==> src/rtl/spram256x16_arbiter.sv <==
// spram256x16_arbiter
// Two-master round-robin front end for a 256x16 single-port RAM.
// One access at a time: the winner's WE/AD/DI are latched and held on the RAM
// port until RAM_READY arrives or the READY watchdog expires. Completion is
// reported with a one-cycle ACKn (or ERRn on abort) to the winner only.
// Every output comes straight from a flop.
//
//  state | meaning
//  ------+------------------------------------------------------------
//  IDLE  | no access in flight; arbitrates REQ0/REQ1
//  ISSUE | strobes asserted, waiting for RAM_READY or watchdog expiry
//  DONE  | ACK/ERR pulse to the winner, priority handed to the other side
module spram256x16_arbiter #(
  parameter int AW  = 8,
  parameter int DW  = 16,
  parameter int TMO = 15,
  parameter int TW  = 4
) (
  input  logic          CLK,
  input  logic          NRST,
  input  logic          REQ0,
  input  logic          REQ1,
  input  logic          WE0,
  input  logic          WE1,
  input  logic [AW-1:0] AD0,
  input  logic [AW-1:0] AD1,
  input  logic [DW-1:0] DI0,
  input  logic [DW-1:0] DI1,
  output logic          ACK0,
  output logic          ACK1,
  output logic          ERR0,
  output logic          ERR1,
  output logic [DW-1:0] RDATA,
  output logic          BUSY,
  output logic          RAM_CS,
  output logic          RAM_EN,
  output logic          RAM_RD,
  output logic          RAM_WR,
  output logic [AW-1:0] RAM_AD,
  output logic [DW-1:0] RAM_DI,
  input  logic [DW-1:0] RAM_DO,
  input  logic          RAM_READY
);

  typedef enum logic [1:0] {
    S_IDLE  = 2'd0,
    S_ISSUE = 2'd1,
    S_DONE  = 2'd2
  } state_t;

  // The timer holds the number of ISSUE cycles spent so far, counting the
  // current one, so expiry at TMO means the strobes were up for TMO cycles.
  localparam logic [TW-1:0] TMO_CNT = TW'(TMO);

  state_t        state_q, state_d;
  logic          pri_q, pri_d;
  logic          win_q, win_d;
  logic          we_q, we_d;
  logic [AW-1:0] ad_q, ad_d;
  logic [DW-1:0] di_q, di_d;
  logic [TW-1:0] timer_q, timer_d;
  logic [DW-1:0] rdata_q, rdata_d;
  logic          cs_q, cs_d;
  logic          rd_q, rd_d;
  logic          wr_q, wr_d;
  logic          busy_q, busy_d;
  logic          ack0_q, ack0_d;
  logic          ack1_q, ack1_d;
  logic          err0_q, err0_d;
  logic          err1_q, err1_d;

  logic any_req;
  logic grant1;
  logic expired;

  assign any_req = REQ0 | REQ1;
  // Requester 1 wins when alone, or when both ask and the pointer favours it.
  assign grant1  = REQ1 & (~REQ0 | pri_q);
  assign expired = (timer_q == TMO_CNT);

  // State register
  always_ff @(posedge CLK or negedge NRST) begin
    if (!NRST) state_q <= S_IDLE;
    else       state_q <= state_d;
  end

  // Next-state decode; READY is tested before expiry so a late READY still succeeds
  always_comb begin
    state_d = state_q;
    case (state_q)
      S_IDLE:  if (any_req) state_d = S_ISSUE;
      S_ISSUE: if (RAM_READY || expired) state_d = S_DONE;
      S_DONE:  state_d = S_IDLE;
      default: state_d = S_IDLE;
    endcase
  end

  // Output and datapath next values; strobes default low so they fall on leaving ISSUE
  always_comb begin
    pri_d   = pri_q;
    win_d   = win_q;
    we_d    = we_q;
    ad_d    = ad_q;
    di_d    = di_q;
    timer_d = timer_q;
    rdata_d = rdata_q;
    cs_d    = 1'b0;
    rd_d    = 1'b0;
    wr_d    = 1'b0;
    ack0_d  = 1'b0;
    ack1_d  = 1'b0;
    err0_d  = 1'b0;
    err1_d  = 1'b0;
    busy_d  = (state_d != S_IDLE);
    case (state_q)
      S_IDLE: begin
        if (any_req) begin
          win_d   = grant1;
          we_d    = grant1 ? WE1 : WE0;
          ad_d    = grant1 ? AD1 : AD0;
          di_d    = grant1 ? DI1 : DI0;
          cs_d    = 1'b1;
          rd_d    = ~we_d;
          wr_d    = we_d;
          timer_d = TW'(1);
        end
      end
      S_ISSUE: begin
        if (RAM_READY) begin
          if (!we_q) rdata_d = RAM_DO;
          ack0_d = ~win_q;
          ack1_d = win_q;
        end else if (expired) begin
          err0_d = ~win_q;
          err1_d = win_q;
        end else begin
          cs_d    = 1'b1;
          rd_d    = ~we_q;
          wr_d    = we_q;
          timer_d = timer_q + 1'b1;
        end
      end
      S_DONE: begin
        pri_d   = ~win_q;
        timer_d = '0;
      end
      default: ;
    endcase
  end

  // Datapath and output flops; reset drops every strobe immediately
  always_ff @(posedge CLK or negedge NRST) begin
    if (!NRST) begin
      pri_q   <= 1'b0;
      win_q   <= 1'b0;
      we_q    <= 1'b0;
      ad_q    <= '0;
      di_q    <= '0;
      timer_q <= '0;
      rdata_q <= '0;
      cs_q    <= 1'b0;
      rd_q    <= 1'b0;
      wr_q    <= 1'b0;
      busy_q  <= 1'b0;
      ack0_q  <= 1'b0;
      ack1_q  <= 1'b0;
      err0_q  <= 1'b0;
      err1_q  <= 1'b0;
    end else begin
      pri_q   <= pri_d;
      win_q   <= win_d;
      we_q    <= we_d;
      ad_q    <= ad_d;
      di_q    <= di_d;
      timer_q <= timer_d;
      rdata_q <= rdata_d;
      cs_q    <= cs_d;
      rd_q    <= rd_d;
      wr_q    <= wr_d;
      busy_q  <= busy_d;
      ack0_q  <= ack0_d;
      ack1_q  <= ack1_d;
      err0_q  <= err0_d;
      err1_q  <= err1_d;
    end
  end

  // CS and EN always move together, so one flop drives both pins
  assign RAM_CS = cs_q;
  assign RAM_EN = cs_q;
  assign RAM_RD = rd_q;
  assign RAM_WR = wr_q;
  assign RAM_AD = ad_q;
  assign RAM_DI = di_q;
  assign RDATA  = rdata_q;
  assign BUSY   = busy_q;
  assign ACK0   = ack0_q;
  assign ACK1   = ack1_q;
  assign ERR0   = err0_q;
  assign ERR1   = err1_q;

endmodule

==> config.mk <==
export PLATFORM = sky130hd
export DESIGN_NAME = spram256x16_arbiter
export DESIGN_NICKNAME = d
export VERILOG_FILES = /design/src/rtl/spram256x16_arbiter.sv
export SDC_FILE = /design/constraint.sdc
export NUM_CORES = 1
export LEC_CHECK = 0
export CORE_MARGIN = 3
export CORE_UTILIZATION = 41
export DETAILED_ROUTE_END_ITERATION = 7
export GPL_TIMING_DRIVEN = 0
export MAX_ROUTING_LAYER = met4
export PLACE_DENSITY_LB_ADDON = 0.05
export SLEW_MARGIN = 30
export SYNTH_ARGS = -nofsm -noshare
export SYNTH_HDL_FRONTEND = slang
export SYNTH_SLANG_ARGS = --single-unit
==> constraint.sdc <==
create_clock -name CLK -period 2 [get_ports CLK]
set_input_delay 0.5 -clock CLK [delete_from_list [all_inputs] [get_ports CLK]]
set_output_delay 0.5 -clock CLK [all_outputs]
set_load 0.03 [all_outputs]
==> impl_metrics.xml, run 1 <==
<?xml version="1.0" encoding="UTF-8"?>
<metrics>
  <group name="outcome">
    <metric name="run_status" unit="">completed</metric>
  </group>
  <group name="placement">
    <metric name="gp_congestion" unit="">0.742</metric>
    <metric name="buffer_ports.inserted" unit="">119</metric>
    <metric name="pre_cts_slack" unit="ps">-81.3</metric>
    <metric name="dpl_cell_area" unit="sq um">3830</metric>
    <metric name="dp.final_hpwl" unit="um">4720</metric>
  </group>
  <group name="cells_and_area">
    <metric name="post_route_cells_drive_above_1_share" unit="%">14.1</metric>
    <metric name="final_cell_mix" unit="">sky130_fd_sc_hd__clkdlybuf4s50_1, sky130_fd_sc_hd__dfrtp_1, sky130_fd_sc_hd__nand2_1, sky130_fd_sc_hd__mux2i_1, sky130_fd_sc_hd__o21ai_1</metric>
    <metric name="antennaDiodeCount" unit="">0</metric>
    <metric name="mostFrequentLayoutCell" unit="">sky130_fd_sc_hd__clkdlybuf4s50_1</metric>
    <metric name="filler_cell_count_in_the_final_layout" unit="">440</metric>
    <metric name="finish.net_count" unit="">419</metric>
    <metric name="final-seq-area" unit="sq um">1430</metric>
    <metric name="syn_to_final_growth" unit="%">60.7</metric>
    <metric name="post-route-cell-area" unit="sq um">4060</metric>
    <metric name="multi_input_area" unit="sq um">985</metric>
  </group>
  <group name="timing">
    <metric name="worst_clock_skew" unit="ps">7.66</metric>
    <metric name="final_period_minus_worst_setup_slack" unit="ps">1940</metric>
    <metric name="final-hold-violation-count" unit="">0</metric>
    <metric name="tightest_pin_transition" unit="ps">479</metric>
    <metric name="setup_tns" unit="ps">0</metric>
    <metric name="timing.final.ws_setup" unit="ps">63.8</metric>
    <metric name="fin_hold_ws" unit="ps">23.0</metric>
    <metric name="final_min_period_over_clock_period" unit="%">96.8</metric>
    <metric name="slew_violations" unit="">0</metric>
    <metric name="rsz_0062_raised_after_global_routing" unit="">no</metric>
    <metric name="worst_slew_margin_rel" unit="%">68.1</metric>
    <metric name="setup_viol" unit="">0</metric>
    <metric name="achievable-frequency" unit="MHz">516</metric>
  </group>
  <group name="yosys">
    <metric name="synth_fa_ha_area_share" unit="%">2.48</metric>
    <metric name="mappedNetlistNets" unit="">288</metric>
    <metric name="xor_xnor_share_of_the_synthesized_area" unit="%">0</metric>
    <metric name="synth_compound_area_share" unit="%">8.61</metric>
    <metric name="synth_warnings" unit="">0</metric>
    <metric name="synth-simple-area-share" unit="%">9.55</metric>
    <metric name="synth_top_cell_by_area" unit="">sky130_fd_sc_hd__dfrtp_1</metric>
    <metric name="seq_area_frac_synth" unit="%">56.4</metric>
    <metric name="synth_top_family_by_area" unit="">multiplexers</metric>
    <metric name="number_of_cells_produced_by_synthesis" unit="">212</metric>
    <metric name="synth-seq-cells" unit="">57</metric>
    <metric name="netlist_top_cells_area" unit="">sky130_fd_sc_hd__dfrtp_1, sky130_fd_sc_hd__mux2i_1, sky130_fd_sc_hd__mux2_2</metric>
    <metric name="post_synth_instance_area" unit="sq um">2530</metric>
    <metric name="netlist.area_leader.share" unit="%">56.4</metric>
    <metric name="synth_cell_types" unit="">30</metric>
    <metric name="synth.avg_cell_area" unit="sq um">11.9</metric>
    <metric name="synth.mux.area_fraction" unit="%">18.3</metric>
  </group>
  <group name="clocking">
    <metric name="cts_hold_buffers" unit="">0</metric>
    <metric name="clkTransAtPathRegs" unit="ps">60</metric>
    <metric name="cts_tree" unit="">done</metric>
    <metric name="htreeDepth" unit="">3</metric>
    <metric name="ctsResizeCount" unit="">0</metric>
    <metric name="clock_path_buffers" unit="">2</metric>
    <metric name="clock_sink_count" unit="">57</metric>
    <metric name="post_cts.repair.setup_buffers" unit="">0</metric>
    <metric name="cts_made_buffers" unit="">9</metric>
    <metric name="worst_skew_pair.late_latency" unit="ps">330</metric>
    <metric name="clk_root_buffer_cell" unit="">sky130_fd_sc_hd__clkbuf_8</metric>
  </group>
  <group name="pwr">
    <metric name="part_of_the_power_in_registers" unit="%">30.2</metric>
    <metric name="power.share.combinational" unit="%">50.8</metric>
    <metric name="power.static_leakage" unit="nW">1.84</metric>
    <metric name="switching_power" unit="W">0.00254</metric>
    <metric name="ir_drop" unit="mV">0.828</metric>
    <metric name="sw_frac_of_total" unit="%">39.3</metric>
    <metric name="internal-power" unit="W">0.00392</metric>
    <metric name="power_density_over_the_cells" unit="nW/um^2">1590</metric>
    <metric name="share_clk_of_total_power" unit="%">19.0</metric>
  </group>
  <group name="critical_path">
    <metric name="criticalPathCategory" unit="">flip-flop to output pin</metric>
    <metric name="timing.critical_path.to_type" unit="">output pin</metric>
    <metric name="worstPathBufferInverterCount" unit="">2</metric>
    <metric name="cp_top_family" unit="">buffers and inverters</metric>
    <metric name="worstPathArrival" unit="ps">1440</metric>
    <metric name="crit_slowest_cell" unit="">sky130_fd_sc_hd__clkdlybuf4s50_1</metric>
    <metric name="worst-path-max-fanout" unit="">2</metric>
    <metric name="path_cells" unit="">buf_4, clkdlybuf4s50_1</metric>
    <metric name="cpPeakStageDelay" unit="ps">650</metric>
    <metric name="cp_data_required_time" unit="ps">1500</metric>
    <metric name="crit_path_start_kind" unit="">flip-flop</metric>
  </group>
  <group name="job">
    <metric name="max_cap_viol_count" unit="">0</metric>
  </group>
  <group name="die">
    <metric name="num_rows" unit="">27</metric>
    <metric name="die_w" unit="um">84.5</metric>
    <metric name="num_io_pins" unit="">120</metric>
    <metric name="effective_utilization_at_floorplan" unit="%">44.0</metric>
    <metric name="coreArea" unit="sq um">5740</metric>
    <metric name="dieHeight" unit="um">84.5</metric>
    <metric name="dieArea" unit="sq um">7140</metric>
  </group>
  <group name="drt">
    <metric name="ant_nets" unit="">0</metric>
    <metric name="wirelength" unit="um">6170</metric>
    <metric name="initialDrtViolationCount" unit="">99</metric>
    <metric name="avgRoutedWirePerCell" unit="um">14.7</metric>
    <metric name="num_vias" unit="">2023</metric>
    <metric name="via_per_inst" unit="">4.83</metric>
    <metric name="remaining_drc_errors" unit="">0</metric>
    <metric name="drt_pass_1_iters" unit="">4</metric>
  </group>
  <group name="min_path">
    <metric name="hold_class" unit="">input pin to asynchronous set/reset pin</metric>
  </group>
  <group name="global_routing">
    <metric name="first_global_vias" unit="">2207</metric>
    <metric name="largest_net_degree_at_the_start_of_global_routing" unit="">45</metric>
    <metric name="globalRouteTotalUtil" unit="%">19.2</metric>
    <metric name="initial_antenna_violation_count" unit="">0</metric>
    <metric name="grt_pass1_wl" unit="um">10600</metric>
    <metric name="grt-ovfl-total" unit="">0</metric>
  </group>
</metrics>
==> metal layers <==
layer / up-vias / track usage [%] / part of all wire, %
met5: - / - / 0
met4: 0 / 7.34 / 1.4
met1: 938 / 23.6 / 43
met3: 7 / 4.91 / 7.7
met2: 88 / 30.6 / 48
li1: 990 / - / -
==> synth_stat cells <==
| library cell | count |
|---|---|
| sky130_fd_sc_hd__clkbuf_1 | 4 |
| sky130_fd_sc_hd__nand3_2 | 1 |
| sky130_fd_sc_hd__buf_2 | 1 |
| sky130_fd_sc_hd__a221o_1 | 1 |
| sky130_fd_sc_hd__inv_2 | 1 |
| sky130_fd_sc_hd__a21oi_1 | 3 |
| sky130_fd_sc_hd__nor3b_1 | 3 |
| sky130_fd_sc_hd__o22ai_1 | 1 |
| sky130_fd_sc_hd__mux2_2 | 18 |
| sky130_fd_sc_hd__and2_1 | 1 |
| sky130_fd_sc_hd__or2_2 | 1 |
| sky130_fd_sc_hd__o21ai_0 | 7 |
| sky130_fd_sc_hd__nand2_1 | 31 |
| sky130_fd_sc_hd__o21ai_2 | 3 |
| sky130_fd_sc_hd__inv_1 | 4 |
| sky130_fd_sc_hd__nor2b_1 | 1 |
| sky130_fd_sc_hd__o21ai_1 | 19 |
| sky130_fd_sc_hd__ha_1 | 5 |
| sky130_fd_sc_hd__o2bb2ai_1 | 2 |
| sky130_fd_sc_hd__buf_4 | 2 |
| sky130_fd_sc_hd__dfrtp_1 | 57 |
| sky130_fd_sc_hd__buf_6 | 2 |
| sky130_fd_sc_hd__nor2_1 | 8 |
| sky130_fd_sc_hd__and3_1 | 4 |
| sky130_fd_sc_hd__nor3_1 | 1 |
| sky130_fd_sc_hd__mux2i_1 | 26 |
| sky130_fd_sc_hd__nand2b_2 | 1 |
| sky130_fd_sc_hd__nand3_1 | 1 |
| sky130_fd_sc_hd__a22oi_2 | 1 |
| sky130_fd_sc_hd__buf_12 | 2 |
==> flip-flops by register name, summed over array words and instances (netlist names), 2 cells and up <==
name,count
RAM_AD,8
RAM_DI,16
RDATA,16
state_q,2
timer_q,4
==> layout make-up <==
type / instances / area share, %
buffer: 11 / 2.40
clock buffer: 13 / 4.16
clock inverter: 2 / 1.48
inverter: 5 / 0.462
multi-input combinational: 139 / 24.2
sequential: 57 / 35.1
tap: 72 / 2.22
timing repair buffer: 120 / 29.9
==> stage by stage <==
stage          instances  util [%]  total power (W)
6_report             419      70.7          0.00646
5_1_grt              419      70.7          0.00686
4_1_cts              419      70.7          0.00653
3_5_place_dp         404      66.8          0.00528
3_3_place_gp         403      66.3          0.00520
2_1_floorplan        212         -          0.00389
==> worst paths after layout <==
kind / start / end / slack, ps / depth (start not counted)
worst max-delay path: RAM_CS / RAM_EN / 60 / 2
min in group CLK: we_q / RAM_RD / 470 / 1
worst min-delay path: NRST / BUSY / 20 / 1
worst min register to register: we_q / RAM_RD / 470 / 1
worst max register to register: state_q[0] / timer_q[1] / 250 / 6
max in group asynchronous: NRST / RAM_DI[5] / 1510 / 2
==> power by group through the flow <==
stage                     Clock (W)  Sequential (W)  Combinational (W)
after floorplan                   0         0.00284            0.00105
after global placement            0         0.00194            0.00325
after detailed placement          0         0.00197            0.00332
after CTS                   0.00125         0.00195            0.00332
after global routing        0.00131         0.00203            0.00352
final                       0.00123         0.00195            0.00329
==> logic make-up after synthesis <==
| kind of cell | count (synthesis) |
|---|---|
| adder cells (fa/ha/maj) | 5 |
| buffers and inverters | 16 |
| multiplexers | 44 |
| AO/OA/AOI/OAI | 37 |
| flip-flops | 57 |
| AND/OR/NAND/NOR | 53 |
==> worst reg2reg max path: stages, from the launching register on <==
cell,delay [ps]
sky130_fd_sc_hd__dfrtp_1,400
sky130_fd_sc_hd__inv_1,120
sky130_fd_sc_hd__ha_1,220
sky130_fd_sc_hd__nor3b_1,320
sky130_fd_sc_hd__nor2_1,70
sky130_fd_sc_hd__nand2_1,160
sky130_fd_sc_hd__mux2_2,350
Note: power is estimated with default switching activity, not from simulation.
==> inputs of run 2 (changes only) <==
--- a/config.mk
+++ b/config.mk
@@ -7,3 +7,4 @@
 export LEC_CHECK = 0
-export CORE_MARGIN = 3
+export ABC_CLOCK_PERIOD_IN_PS = 2000
+export CORE_MARGIN = 4
 export CORE_UTILIZATION = 41
==> constraint.sdc (replaced) <==
create_clock -name CLK -period 2 [get_ports CLK]
set_input_delay 0.4 -clock CLK [delete_from_list [all_inputs] [get_ports CLK]]
set_output_delay 0.4 -clock CLK [all_outputs]
set_load 0.03 [all_outputs]
==> impl_metrics.xml, run 2 (synthesized netlist as in run 1, its figures left out) <==
<?xml version="1.0" encoding="UTF-8"?>
<metrics>
  <group name="global_routing">
    <metric name="initial_antenna_violation_count" unit="">0</metric>
    <metric name="globalRouteTotalUtil" unit="%">18.1</metric>
    <metric name="grt-ovfl-total" unit="">0</metric>
    <metric name="largest_net_degree_at_the_start_of_global_routing" unit="">33</metric>
    <metric name="first_global_vias" unit="">2045</metric>
    <metric name="grt_pass1_wl" unit="um">9960</metric>
  </group>
  <group name="drt">
    <metric name="ant_nets" unit="">0</metric>
    <metric name="via_per_inst" unit="">4.74</metric>
    <metric name="remaining_drc_errors" unit="">0</metric>
    <metric name="avgRoutedWirePerCell" unit="um">14.8</metric>
    <metric name="drt_pass_1_iters" unit="">4</metric>
    <metric name="num_vias" unit="">2010</metric>
    <metric name="wirelength" unit="um">6290</metric>
    <metric name="initialDrtViolationCount" unit="">41</metric>
  </group>
  <group name="placement">
    <metric name="dpl.cell_count" unit="">407</metric>
    <metric name="gp_congestion" unit="">0.722</metric>
    <metric name="dpl_cell_area" unit="sq um">3830</metric>
    <metric name="buffer_ports.inserted" unit="">119</metric>
    <metric name="dp.final_hpwl" unit="um">4980</metric>
  </group>
  <group name="job">
    <metric name="max_cap_viol_count" unit="">0</metric>
  </group>
  <group name="timing">
    <metric name="setup_tns" unit="ps">0</metric>
    <metric name="final-hold-violation-count" unit="">0</metric>
    <metric name="tightest_pin_transition" unit="ps">444</metric>
    <metric name="rsz_0062_raised_after_global_routing" unit="">no</metric>
    <metric name="slew_violations" unit="">0</metric>
    <metric name="final_min_period_over_clock_period" unit="%">91.9</metric>
    <metric name="worst_slew_margin_rel" unit="%">70.4</metric>
    <metric name="worst_clock_skew" unit="ps">9.37</metric>
    <metric name="setup_viol" unit="">0</metric>
    <metric name="achievable-frequency" unit="MHz">544</metric>
    <metric name="final_period_minus_worst_setup_slack" unit="ps">1840</metric>
  </group>
  <group name="outcome">
    <metric name="run_status" unit="">completed</metric>
  </group>
  <group name="pwr">
    <metric name="power.static_leakage" unit="nW">1.82</metric>
    <metric name="power_density_over_the_cells" unit="nW/um^2">1540</metric>
    <metric name="ir_drop" unit="mV">0.925</metric>
    <metric name="report.power.total" unit="W">0.00616</metric>
  </group>
  <group name="cells_and_area">
    <metric name="final_cell_count_no_fill" unit="">424</metric>
    <metric name="post-route-cell-area" unit="sq um">4010</metric>
    <metric name="multi_input_area" unit="sq um">985</metric>
    <metric name="mostFrequentLayoutCell" unit="">sky130_fd_sc_hd__clkdlybuf4s50_1</metric>
    <metric name="layout.core_utilization" unit="%">67.4</metric>
    <metric name="antennaDiodeCount" unit="">0</metric>
    <metric name="post_route_cells_drive_above_1_share" unit="%">14.0</metric>
    <metric name="final-seq-area" unit="sq um">1430</metric>
    <metric name="filler_cell_count_in_the_final_layout" unit="">510</metric>
    <metric name="syn_to_final_growth" unit="%">58.8</metric>
    <metric name="final_cell_mix" unit="">sky130_fd_sc_hd__clkdlybuf4s50_1, sky130_fd_sc_hd__dfrtp_1, sky130_fd_sc_hd__nand2_1, sky130_fd_sc_hd__mux2i_1, sky130_fd_sc_hd__o21ai_1</metric>
    <metric name="finish.net_count" unit="">420</metric>
  </group>
  <group name="clocking">
    <metric name="clkTransAtPathRegs" unit="ps">60</metric>
    <metric name="ctsResizeCount" unit="">0</metric>
    <metric name="htreeDepth" unit="">3</metric>
    <metric name="post_cts.repair.setup_buffers" unit="">0</metric>
    <metric name="clock_path_buffers" unit="">2</metric>
    <metric name="cts_tree" unit="">done</metric>
    <metric name="worst_skew_pair.late_latency" unit="ps">330</metric>
    <metric name="clock_sink_count" unit="">57</metric>
    <metric name="cts_made_buffers" unit="">9</metric>
    <metric name="clk_root_buffer_cell" unit="">sky130_fd_sc_hd__clkbuf_8</metric>
    <metric name="cts_hold_buffers" unit="">1</metric>
  </group>
  <group name="critical_path">
    <metric name="worst-path-max-fanout" unit="">2</metric>
    <metric name="worstPathArrival" unit="ps">1440</metric>
    <metric name="criticalPathCategory" unit="">flip-flop to output pin</metric>
    <metric name="cp_data_required_time" unit="ps">1600</metric>
    <metric name="crit_path_start_kind" unit="">flip-flop</metric>
    <metric name="timing.critical_path.to_type" unit="">output pin</metric>
  </group>
  <group name="die">
    <metric name="effective_utilization_at_floorplan" unit="%">42.4</metric>
    <metric name="coreArea" unit="sq um">5960</metric>
    <metric name="dieArea" unit="sq um">7480</metric>
    <metric name="num_rows" unit="">28</metric>
    <metric name="dieHeight" unit="um">86.5</metric>
    <metric name="die_w" unit="um">86.5</metric>
    <metric name="num_io_pins" unit="">120</metric>
  </group>
  <group name="min_path">
    <metric name="hold_class" unit="">flip-flop to flip-flop</metric>
  </group>
</metrics>
## run 2: cell count changes in the layout (fill, tap and decap cells not counted), sizes merged
cell	previous run	this run
bufinv	2	0
clkinv	0	3
dlygate4sd3	0	1
## run 2: layer usage
layer | GRT usage (%) | share of wire [%]
met1 | 22.9 | 44
met2 | 26.8 | 46
met3 | 5.89 | 8.4
met4 | 7.08 | 1.8
met5 | - | 0
## run 2: final timing paths
check / startpoint / endpoint / slack (ps) / depth (start not counted)
max: RAM_CS / RAM_EN / 160 / 2
min: we_q / RAM_RD / 480 / 1
min in group asynchronous: NRST / RDATA[4] / 530 / 2
min reg2reg: we_q / RAM_RD / 480 / 1
max reg2reg: state_q[0] / timer_q[0] / 250 / 6
max in group asynchronous: NRST / RAM_WR / 980 / 3
## run 2: report_power, final
group / switching [W] / total [W] / internal, W / leakage [nW]
Combinational: 0.00184 / 0.00328 / 0.00145 / 1.02
Clock: 0.000430 / 0.000941 / 0.000511 / 0.0932
Sequential: 0.000266 / 0.00194 / 0.00167 / 0.703
Total: 0.00253 / 0.00616 / 0.00363 / 1.82
## run 2: final cells by class
class,instances,area share [%]
clock buffer,13,3.96
inverter,5,0.468
clock inverter,3,0.374
buffer,11,2.43
sequential,57,35.5
multi-input combinational,139,24.5
timing repair buffer,121,30.4
tap,75,2.34
## run 2: worst max-delay path, stage by stage (launching register included)
cell,delay [ps]
sky130_fd_sc_hd__dfrtp_1,350
sky130_fd_sc_hd__buf_4,100
sky130_fd_sc_hd__clkdlybuf4s50_1,650
## run 2: per-stage QoR
| step | hold slack (ps) | setup slack [ps] |
|---|---|---|
| after floorplan | 104 | 423 |
| after global placement | 454 | -1280 |
| after detailed placement | 332 | 18.7 |
| after CTS | 478 | 131 |
| after global routing | 500 | 117 |
| final | 476 | 162 |
